### src/rtl/game_pkg.sv
// Shared game definitions: screen codes, round FSM states,
// default round parameters and level helpers.
package game_pkg;

    typedef enum logic [3:0] {
        SCR_SM = 4'd0,
        SCR_LS = 4'd1,
        SCR_GO = 4'd2,
        SCR_L1 = 4'd3,
        SCR_L2 = 4'd4,
        SCR_L3 = 4'd5,
        SCR_L4 = 4'd6,
        SCR_L5 = 4'd7,
        SCR_L6 = 4'd8,
        SCR_L7 = 4'd9,
        SCR_L8 = 4'd10
    } screen_e;

    typedef enum logic [2:0] {
        RS_IDLE,
        RS_LOAD,
        RS_SERVE,
        RS_PLAY,
        RS_WIN,
        RS_LOSE,
        RS_DONE
    } round_state_e;

    localparam int DEF_LIVES        = 3;
    localparam int DEF_SERVE_FRAMES = 120;
    localparam int BRICKS_PER_LEVEL = 8;

    function automatic logic is_level(input logic [3:0] s);
        return (s >= SCR_L1) && (s <= SCR_L8);
    endfunction

    // Level index is the screen code minus two (L1 = 3).
    function automatic logic [6:0] level_bricks(input logic [3:0] s);
        logic [3:0] idx;
        idx = s - 4'd2;
        return 7'(BRICKS_PER_LEVEL * int'(idx));
    endfunction

endpackage

### src/rtl/round_ctrl_serve_timer.sv
// Serve-phase frame counter: counts frame ticks while enabled,
// flags the terminal count.
module serve_timer #(
    parameter int FRAMES = 120
) (
    input  logic clk,
    input  logic rst_n,
    input  logic clr,
    input  logic tick,
    output logic term
);

    logic [7:0] cnt;

    assign term = (cnt == 8'(FRAMES - 1));

    always_ff @(posedge clk or negedge rst_n) begin
        if (!rst_n) begin
            cnt <= 8'd0;
        end else if (clr) begin
            cnt <= 8'd0;
        end else if (tick && !term) begin
            cnt <= cnt + 8'd1;
        end
    end

endmodule

### src/rtl/round_ctrl.sv
// Round controller: level load, serve/play phases, lives,
// brick count, score and win/lose pulses.
module round_ctrl
    import game_pkg::*;
#(
    parameter int LIVES_INIT    = DEF_LIVES,
    parameter int SERVE_FRAMES  = DEF_SERVE_FRAMES,
    parameter int PTS_PER_BRICK = 10
) (
    input  logic        clk,
    input  logic        rst_n,
    input  logic [3:0]  screen_state,
    input  logic        brick_hit,
    input  logic        ball_lost,
    input  logic        launch_btn,
    input  logic        frame_tick,
    output logic        win,
    output logic        lose,
    output logic        ball_hold,
    output logic        play_active,
    output logic [1:0]  lives,
    output logic [6:0]  bricks_left,
    output logic [15:0] score
);

    round_state_e state;
    logic         serve_term;
    logic         serve_clr;
    logic         last_brick;
    logic [16:0]  score_sum;

    assign serve_clr  = (state != RS_SERVE);
    assign last_brick = brick_hit && (bricks_left == 7'd1);
    assign score_sum  = {1'b0, score} + 17'(PTS_PER_BRICK);

    serve_timer #(
        .FRAMES(SERVE_FRAMES)
    ) u_serve_timer (
        .clk  (clk),
        .rst_n(rst_n),
        .clr  (serve_clr),
        .tick (frame_tick),
        .term (serve_term)
    );

    always_ff @(posedge clk or negedge rst_n) begin
        if (!rst_n) begin
            state       <= RS_IDLE;
            win         <= 1'b0;
            lose        <= 1'b0;
            ball_hold   <= 1'b0;
            play_active <= 1'b0;
            lives       <= 2'd0;
            bricks_left <= 7'd0;
            score       <= 16'd0;
        end else begin
            win  <= 1'b0;
            lose <= 1'b0;
            // Leaving the level screen aborts the round silently.
            if (state != RS_IDLE && !is_level(screen_state)) begin
                state       <= RS_IDLE;
                ball_hold   <= 1'b0;
                play_active <= 1'b0;
                lives       <= 2'd0;
                bricks_left <= 7'd0;
                score       <= 16'd0;
            end else begin
                unique case (state)
                    RS_IDLE: begin
                        if (is_level(screen_state)) begin
                            state <= RS_LOAD;
                        end
                    end
                    RS_LOAD: begin
                        lives       <= 2'(LIVES_INIT);
                        bricks_left <= level_bricks(screen_state);
                        score       <= 16'd0;
                        ball_hold   <= 1'b1;
                        state       <= RS_SERVE;
                    end
                    RS_SERVE: begin
                        if (launch_btn || (frame_tick && serve_term)) begin
                            ball_hold   <= 1'b0;
                            play_active <= 1'b1;
                            state       <= RS_PLAY;
                        end
                    end
                    RS_PLAY: begin
                        if (brick_hit) begin
                            if (bricks_left != 7'd0) begin
                                bricks_left <= bricks_left - 7'd1;
                            end
                            score <= score_sum[16] ? 16'hFFFF
                                                   : score_sum[15:0];
                        end
                        // A clearing hit outranks a simultaneous miss.
                        if (last_brick) begin
                            play_active <= 1'b0;
                            win         <= 1'b1;
                            state       <= RS_WIN;
                        end else if (ball_lost) begin
                            play_active <= 1'b0;
                            if (lives > 2'd1) begin
                                lives     <= lives - 2'd1;
                                ball_hold <= 1'b1;
                                state     <= RS_SERVE;
                            end else begin
                                lives <= 2'd0;
                                lose  <= 1'b1;
                                state <= RS_LOSE;
                            end
                        end
                    end
                    RS_WIN, RS_LOSE: begin
                        state <= RS_DONE;
                    end
                    RS_DONE: begin
                        state <= RS_DONE;
                    end
                    default: begin
                        state <= RS_IDLE;
                    end
                endcase
            end
        end
    end

endmodule

### config.mk
export PLATFORM = sky130hd
export DESIGN_NAME = round_ctrl
export DESIGN_NICKNAME = d
export VERILOG_FILES = /design/src/rtl/game_pkg.sv /design/src/rtl/round_ctrl_serve_timer.sv /design/src/rtl/round_ctrl.sv
export SDC_FILE = /design/constraint.sdc
export NUM_CORES = 1
export LEC_CHECK = 0
export CORE_MARGIN = 4
export CORE_UTILIZATION = 68
export CTS_CLUSTER_SIZE = 20
export DETAILED_ROUTE_END_ITERATION = 16
export DONT_BUFFER_PORTS = 1
export PLACE_DENSITY = 0.84
export SYNTH_ARGS = -nofsm -noshare
export SYNTH_HDL_FRONTEND = slang
export SYNTH_SLANG_ARGS = --single-unit
### constraint.sdc
create_clock -name clk -period 5.7 [get_ports clk]
set_clock_uncertainty 0.1 [all_clocks]
set_input_delay 1.14 -clock clk [delete_from_list [all_inputs] [get_ports clk]]
set_output_delay 1.14 -clock clk [all_outputs]
set_load 0.1 [all_outputs]
# == After elaboration in Yosys (flattened, before gate mapping) ==
# Cells that the tools add are included.
# totals
ff_bits,40
input_bits,10
out_inout_bits,29
word_cells,97
# op_classes
addsub,5
order_cmp,3
eq_ne,17
mux,41
n_reduce_logical,22
# ops
operator,count
$mux 16,3
$pmux 16 s2,1
$mux 7,3
$ne 3x3->1 const B,7
$mux 3,6
$add 16x4->17 const B,1
$mux 1,17
$mux 8,2
$pmux 3 s5,1
$pmux 7 s2,1
$reduce_and 3->1,4
$eq 3x3->1 const B,3
$reduce_bool 3->1,3
$add 8x1->8 const B,1
$eq 8x7->1 const B,1
$mux 2,4
$eq 7x1->1 const B,1
$reduce_bool 7->1,1
$sub 7x1->7 const B,1
$eq 3x2->1 const B,2
$logic_and 1x1->1,5
$reduce_and 5->1,1
$ge 4x2->1 const B,1
$le 4x4->1 const B,1
16 further kinds,17

# == Longest topological paths before layout ==
# Gate-level depths: netlist of run 1.
# depth
ltp_word,6
depth_mapped,8
ltp_nobuf,6

# == Hierarchy ==
# From an unflattened synthesis of run 1, not the netlist that was laid out.
# unflattened
hier_cells,276
area_unflattened_um2,2443.6
# modules_own_cells
module,instances,cells_per_inst,area_per_inst_um2,seq_area_each_um2
round_ctrl,1,233,2013.2,800.8
serve_timer,1,43,430.4,200.2

# == Least setup slack after synthesis of run 1 ==
# Ideal clock, no wire load.
# synth_timing
path_kind,register to register
from,reg score[1]
to,reg score[6]
arrival_time_ns,2.388
required_time_ns,5.531
path_slack_ns,3.143
path_stages_with_launch,8
cell_sequence,dfrtp_1 -> a21oi_2 -> or3_1 -> buf_2 -> or3_1 -> buf_6 -> o31ai_1 -> a22o_1
# synth_via
elab_chain_len,5
# synth_rtl
item,line_no,source
from (decl),round_ctrl.sv:23,output logic [15:0] score
from (signal assigned),round_ctrl.sv:93,score <= score_sum[16] ? 16'hFFFF
$add 16x4->17,round_ctrl.sv:34,"assign score_sum = {1'b0, score} + 17'(PTS_PER_BRICK);"
$mux 16,round_ctrl.sv:93,
$mux 16,round_ctrl.sv:89,if (brick_hit) begin
$pmux 16 s2,round_ctrl.sv:68,unique case (state)
$mux 16,round_ctrl.sv:60,if (state != RS_IDLE && !is_level(screen_state)) begin
# No other way between the ends. The select of a mux whose other input is x is not followed.
# A chain may end at the register's enable or synchronous reset.

# == Worst setup path after layout of run 1 ==
# layout_timing
from,reg bricks_left[0]
to,reg bricks_left[4]
# layout_via
elab_chain_len,5
word_cells_on_any_way,8
classes_between,add/sub (1); eq/ne (1); mux (4); reduce/logical (2)
# layout_rtl
item,line_no,source
from (decl),round_ctrl.sv:22,"output logic [6:0] bricks_left,"
from (signal assigned),round_ctrl.sv:76,bricks_left <= level_bricks(screen_state);
from (signal assigned),round_ctrl.sv:91,bricks_left <= bricks_left - 7'd1;
$sub 7x1->7,round_ctrl.sv:91,
$mux 7,round_ctrl.sv:90,if (bricks_left != 7'd0) begin
$mux 7,round_ctrl.sv:89,
$pmux 7 s2,round_ctrl.sv:68,
$mux 7,round_ctrl.sv:60,
# Several ways; a longest one is shown, not always the timed one. The select of a mux whose other input is x is not followed.

==> results_dict.tcl, run 1 <==
set metrics [dict create \
    outcome "finished clean" \
    clk_latency_ns 0.36 \
    grt_max_degree 41 \
    rsz0062_at_grt "no" \
    syn_nets 284 \
    relSlewSlack_pct 25.6 \
    start_kind "flip-flop" \
    yosys_warnings 0 \
    fmax_mhz 334 \
    fin_area_um2 2460 \
    die_y_um 67.4 \
    async_flop_share_pct 100 \
    vias_per_cell 6.49 \
    synth_area_leader_cell "dfrtp_1" \
    drive_above_1_share_pct 6.02 \
    yosys-top-cells-area "dfrtp_1, o21ai_0, nor2_1" \
    cts_setup_buffers 0 \
    arrival_ns 3.15 \
    io_pins 39 \
    setup-tns-final_ns 0 \
    period_minus_slack_ns 2.99 \
    die_area_um2 4540 \
    hold_path_class "input pin to async pin" \
    grt_pass1_wl_um 8380 \
    setup_viol 0 \
    drv_cap 0 \
    grt_antenna_before_repair 0 \
    hpwlAfterDp_um 3670 \
    syn_inst 268 \
    highest_layer "met4" \
    initial_utilization_pct 71.3 \
    synthesis.area_um2 2400 \
    htreeDepth 2 \
    yosysSeqAreaShare_pct 41.7 \
    clkSinkCount 40 \
    fp.coreArea_um2 3360 \
    postRouteAntennaNets 0 \
    cts_buffers 5 \
    drv_slew 0 \
    peakVddDrop_uv 498 \
    cts-root-buf "clkbuf_4" \
    holdBufCountCts 0 \
    nFillCells 265 \
    wl_met3_um 364 \
    wire_per_inst_um 16.7 \
    portBuffers 0 \
    dpl_cell_area_um2 2400 \
    hold_viol 0 \
    tightestPinTransition_ns 1.12 \
    synth_edf_count 0 \
    synth_top_flop_cell "dfrtp_1" \
    worst_slack_ns 2.71 \
    critPathMaxFanout 12 \
    crit_required_ns 5.85 \
    synth.avg_cell_area_um2 8.95 \
    wl_met2_um 2340 \
    drc 0 \
    ctsResizeCount 0 \
    synth_cell_types 52 \
    gp_congestion 0.850 \
    post-place-ws_ns 2.79 \
    cts_tree "done" \
    synth-seq-cells 40 \
    post-route-util_pct 73.2 \
    die-width_um 67.4 \
    crit_path_end_kind "flip-flop" \
    layout.nets 281 \
    syn_to_final_growth_pct 2.61 \
    holdWs_ns 0.356 \
    first_iter_violations 280 \
    clkTransAtPathRegs_ns 0.12 \
    met1_length_um 2400 \
    grt_usage_pct 24.5 \
    via_count 2024 \
    power_density_nw_per_um2 505 \
    rows 21 \
    synth_top_area_share_pct 41.7 \
    wl_um 5200 \
    clock_path_buffers 2 \
    post-route-period-util_pct 52.5 \
    overflow 0 \
    worstSetupPathType "flip-flop to flip-flop" \
    grt_pass1_vias 1711 \
    dr.pass1.iters 4 \
    power_leakage_nw 1.02 \
    n_antenna_cell 0 \
]
[cells by family (layout without fill, tap and decap cells)]
logic type	count (synthesis)	in the layout	synth area share, %
simple gates	99	99	20.3
compound gates	84	84	24.2
flops	40	40	41.7
buf+inv	27	25	4.90
xor+xnor	9	9	3.91
fa+ha+maj	6	6	3.13
mux	3	3	1.77
[cells in the final DEF, fill, tap and decap left out, types with 2 or more instances in the layout]
| master | Yosys | layout |
|---|---|---|
| a22o_1 | 7 | 7 |
| o2bb2ai_1 | 3 | 3 |
| xor2_1 | 5 | 5 |
| and4_1 | 4 | 4 |
| a21o_1 | 2 | 2 |
| or3_1 | 3 | 3 |
| xnor2_1 | 2 | 2 |
| inv_1 | 17 | 17 |
| clkbuf_1 | 2 | 2 |
| o31ai_1 | 6 | 6 |
| nor2_1 | 32 | 32 |
| nand2_1 | 22 | 22 |
| nor2b_1 | 2 | 2 |
| a31oi_1 | 8 | 8 |
| clkbuf_4 | 0 | 5 |
| o41ai_1 | 2 | 2 |
| nand3_1 | 10 | 10 |
| a32o_1 | 7 | 7 |
| dfrtp_1 | 40 | 40 |
| nand4_1 | 4 | 4 |
| ha_1 | 6 | 6 |
| a21oi_1 | 6 | 6 |
| nand2b_1 | 2 | 2 |
| o22ai_1 | 2 | 2 |
| o21a_1 | 2 | 2 |
| o21ai_0 | 27 | 27 |
| and3_1 | 2 | 2 |
| o21ai_1 | 4 | 4 |
| nor3_1 | 8 | 8 |
| mux2i_1 | 2 | 2 |
[critical path, stage by stage, from the launching register on]
cell     delay, ns
dfrtp_1       1.02
inv_1         0.25
ha_1          0.28
and4_1        0.15
o22ai_1       0.60
o21ai_0       0.23
a32o_1        0.26
[sequential cells by signal, indices dropped and copies added, names as in the netlist]
signal,count
ball_hold,1
bricks_left,7
lives,2
lose,1
play_active,1
score,16
state,3
u_serve_timer.cnt,8
win,1
[area by class of cell]
type / instances / area [um2] / area share [%]
Clock buffer: 8 / 58.8 / 2.39
Tap cell: 46 / 57.6 / 2.34
Sequential cell: 40 / 1000 / 40.7
Inverter: 17 / 63.8 / 2.59
Multi-Input combinational cell: 201 / 1280 / 52.0
[through the flow]
stage               power, mW  std cells
floorplan               0.997        268
global placement         1.07        304
detailed placement       1.08        304
CTS                      1.24        312
global route             1.32        312
finish                   1.24        312
[cells in the mapped netlist (all sizes together) (4+ instances only)]
cell type	count
a21oi	8
a22o	7
a31oi	8
a32o	7
and4	4
buf	8
dfrtp	40
ha	6
inv	17
nand2	23
nand3	10
nand4	4
nor2	32
nor3	8
o21ai	31
o31ai	6
xor2	6
[final timing paths]
path	start	to	slack (ns)	cells past startpoint
setup / recovery	bricks_left[0]$_DFFE_PN0P_	bricks_left[4]$_DFFE_PN0P_	2.71	6
hold / removal	rst_n	score[9]$_DFFE_PN0P_	0.36	0
setup reg to reg	bricks_left[0]$_DFFE_PN0P_	bricks_left[4]$_DFFE_PN0P_	2.71	6
hold reg to reg	u_serve_timer.cnt[7]$_DFFE_PN0P_	u_serve_timer.cnt[7]$_DFFE_PN0P_	0.47	2
max in group asynchronous	rst_n	u_serve_timer.cnt[3]$_DFFE_PN0P_	5.04	0
min in group clk	u_serve_timer.cnt[7]$_DFFE_PN0P_	u_serve_timer.cnt[7]$_DFFE_PN0P_	0.47	2
[routing by layer]
metal | track usage (%) | vias up
met2 | 33.5 | 77
met5 | 0 | -
li1 | - | 973
met4 | 8.35 | 0
met1 | 36.4 | 967
met3 | 7.49 | 7
[where the power goes]
| group | leakage, nW | total [mW] | switching (mW) | internal (mW) |
|---|---|---|---|---|
| clock network | 0.0326 | 0.154 | 0.0929 | 0.0610 |
| logic | 0.443 | 0.421 | 0.260 | 0.161 |
| registers | 0.544 | 0.669 | 0.341 | 0.328 |
Power figures use the tool's default switching activity.
==> run 2, diff against run 1 <==
--- a/config.mk
+++ b/config.mk
@@ -6,11 +6,11 @@
 export NUM_CORES = 1
 export LEC_CHECK = 0
 export CORE_MARGIN = 4
-export CORE_UTILIZATION = 68
+export CORE_UTILIZATION = 57
 export CTS_CLUSTER_SIZE = 20
 export DETAILED_ROUTE_END_ITERATION = 16
 export DONT_BUFFER_PORTS = 1
-export PLACE_DENSITY = 0.84
+export PLACE_DENSITY = 0.75
 export SYNTH_ARGS = -nofsm -noshare
 export SYNTH_HDL_FRONTEND = slang
 export SYNTH_SLANG_ARGS = --single-unit
==> constraint.sdc (replaced) <==
create_clock -name clk -period 2.5 [get_ports clk]
set_clock_uncertainty 0.1 [all_clocks]
set_input_delay 0.5 -clock clk [delete_from_list [all_inputs] [get_ports clk]]
set_output_delay 0.5 -clock clk [all_outputs]
set_load 0.1 [all_outputs]
==> run 2 against run 1 <==
  * Cell count rose by 12%
  * Worst hold slack lost 0.15 ns
  * Total power rose by 150%
  * Utilization fell by 4.7 points
  * Combinational power rose to 4.2 times the previous value
  * Flip-flop and latch count stayed put
  * Critical path depth shrank 1
==> results_dict.tcl, run 2 (synthesis gave the netlist of run 1 again) <==
set metrics [dict create \
    gp_congestion 0.873 \
    crit_required_ns 2.59 \
    power_leakage_nw 1.21 \
    arrival_ns 2.29 \
    r2r_cells 5 \
    htreeDepth 2 \
    place_inst 338 \
    mostFrequentLayoutCells "dfrtp_1, nor2_1, buf_4, o21ai_0, nand2_1" \
    timing.critical_path.to "bricks_left[4]$_DFFE_PN0P_" \
    grt_pass1_wl_um 9340 \
    dr.pass1.iters 4 \
    path_common_cell "o21ai_0" \
    largest-register "score" \
    overflow 0 \
    die_y_um 72.9 \
    critPathMaxFanout 12 \
    hold_viol 0 \
    setup_viol 0 \
    holdCritStartpoint "ball_lost" \
    fmax_mhz 453 \
    cts_buffers 5 \
    io_pins 39 \
    relSlewSlack_pct 39.4 \
    first_iter_violations 198 \
    n_antenna_cell 0 \
    crit_start "state[0]$_DFFE_PN0P_" \
    grt_max_degree 41 \
    outcome "finished clean" \
    hpwlAfterDp_um 3990 \
    post-route-period-util_pct 88.3 \
    cts-root-buf "clkbuf_8" \
    syn_to_final_growth_pct 15.0 \
    clock_path_buffers 2 \
    vias_per_cell 6.06 \
    die_area_um2 5310 \
    slowest_stage "o22ai_1" \
    grt_antenna_before_repair 0 \
    crit_path_end_kind "flip-flop" \
    grt_usage_pct 22.5 \
    grt_pass1_vias 2013 \
    layout_commonest_cell "dfrtp_1" \
    drc 0 \
    clk_latency_ns 0.30 \
    peakVddDrop_uv 832 \
    largest_register_ffs 16 \
    wl_um 5590 \
    via_count 2110 \
    power_density_nw_per_um2 1130 \
    reg2reg_slack_ns 0.29 \
    clkSinkCount 40 \
    portBuffers 0 \
    critPathMaxStageDelay_ns 0.60 \
    crit_path_cell_trace "nor2b_1 -> o21ai_0 -> o22ai_1 -> o21ai_0 -> a32o_1" \
    die-width_um 72.9 \
    initial_utilization_pct 59.5 \
    wire_per_inst_um 16.1 \
    hold_path_class "input pin to flip-flop" \
    layout.nets 313 \
    top_regs "score x16, u_serve_timer.cnt x8, bricks_left x7" \
    period_minus_slack_ns 2.21 \
    rsz0062_at_grt "no" \
    drv_slew 0 \
    reg2reg_to "bricks_left[4]$_DFFE_PN0P_" \
    r2r_start "state[0]$_DFFE_PN0P_" \
    instances_no_fill 348 \
    cts_tree "done" \
    postRouteAntennaNets 0 \
    start_kind "flip-flop" \
    worstSetupPathType "flip-flop to flip-flop" \
    rows 23 \
    fp.coreArea_um2 4030 \
    holdWs_ns 0.209 \
    ctsResizeCount 0 \
    drv_cap 0 \
    setup-tns-final_ns 0 \
    drive_above_1_share_pct 17.4 \
    tightestPinTransition_ns 0.909 \
    clkTransAtPathRegs_ns 0.07 \
]
-- run 2: changes by cell type in the layout (fill, tap and decap cells not counted), sizes merged --
cell and delta:
clkbuf -2, clkinv +2, dlygate4sd3 +1, buf +31
-- run 2: repair_timing --
| item | CTS | global route |
|---|---|---|
| buffers inserted | 0 | 0 |
| hold endpoints to repair | 40 | 0 |
| hold buffers | 2 | 0 |
-- run 2: through the flow --
stage               utilization (%)  power (mW)  area (um2)  setup WS, ns
floorplan                         -        2.27        2400        0.0108
global placement               65.4        2.61        2640         0.281
detailed placement             65.4        2.63        2640         0.214
CTS                            68.5        3.11        2760         0.360
global route                   68.5        3.31        2760         0.135
finish                         68.5        3.11        2760         0.294
-- run 2: final cells by class --
type,instances,area [um2]
clock buffers,6,82.6
clock inverters,2,10.0
fillers,323,1270
inverters,17,63.8
multi-input cells,201,1280
flip-flops and latches,40,1000
well taps,50,62.6
repair buffers,32,255
-- run 2: worst min-delay path by stage --
stage          depth (start not counted)  slack, ns                    end
6_report                               2       0.21         lose$_DFF_PN0_
5_1_grt                                2       0.24         lose$_DFF_PN0_
4_1_cts                                2       0.20         lose$_DFF_PN0_
3_5_place_dp                           0       0.11  score[15]$_DFFE_PN0P_
3_3_place_gp                           0       0.11  score[15]$_DFFE_PN0P_
2_1_floorplan                          0       0.10  ball_hold$_DFFE_PN0P_
-- run 2: metal layers --
layer	global-route usage [%]	vias to the layer above	part of all wire, %
li1	-	1039	-
met1	29.5	988	44
met2	35.7	74	47
met3	7.02	9	7.5
met4	7.17	0	1.4
met5	0	-	0
-- run 2: worst max-delay path: cells and delay by family (launching register included) --
family | cells | cell delay, ns
and+or+nand+nor | 1 | 0.26
DFF | 1 | 0.51
AOI/OAI and AO/OA | 4 | 1.23
-- run 2: report_power, final --
part | internal (mW) | leakage (nW) | switching, mW
combinational | 0.488 | 0.616 | 1.27
sequential | 0.764 | 0.539 | 0.135
clock | 0.220 | 0.0510 | 0.230
total | 1.47 | 1.21 | 1.64
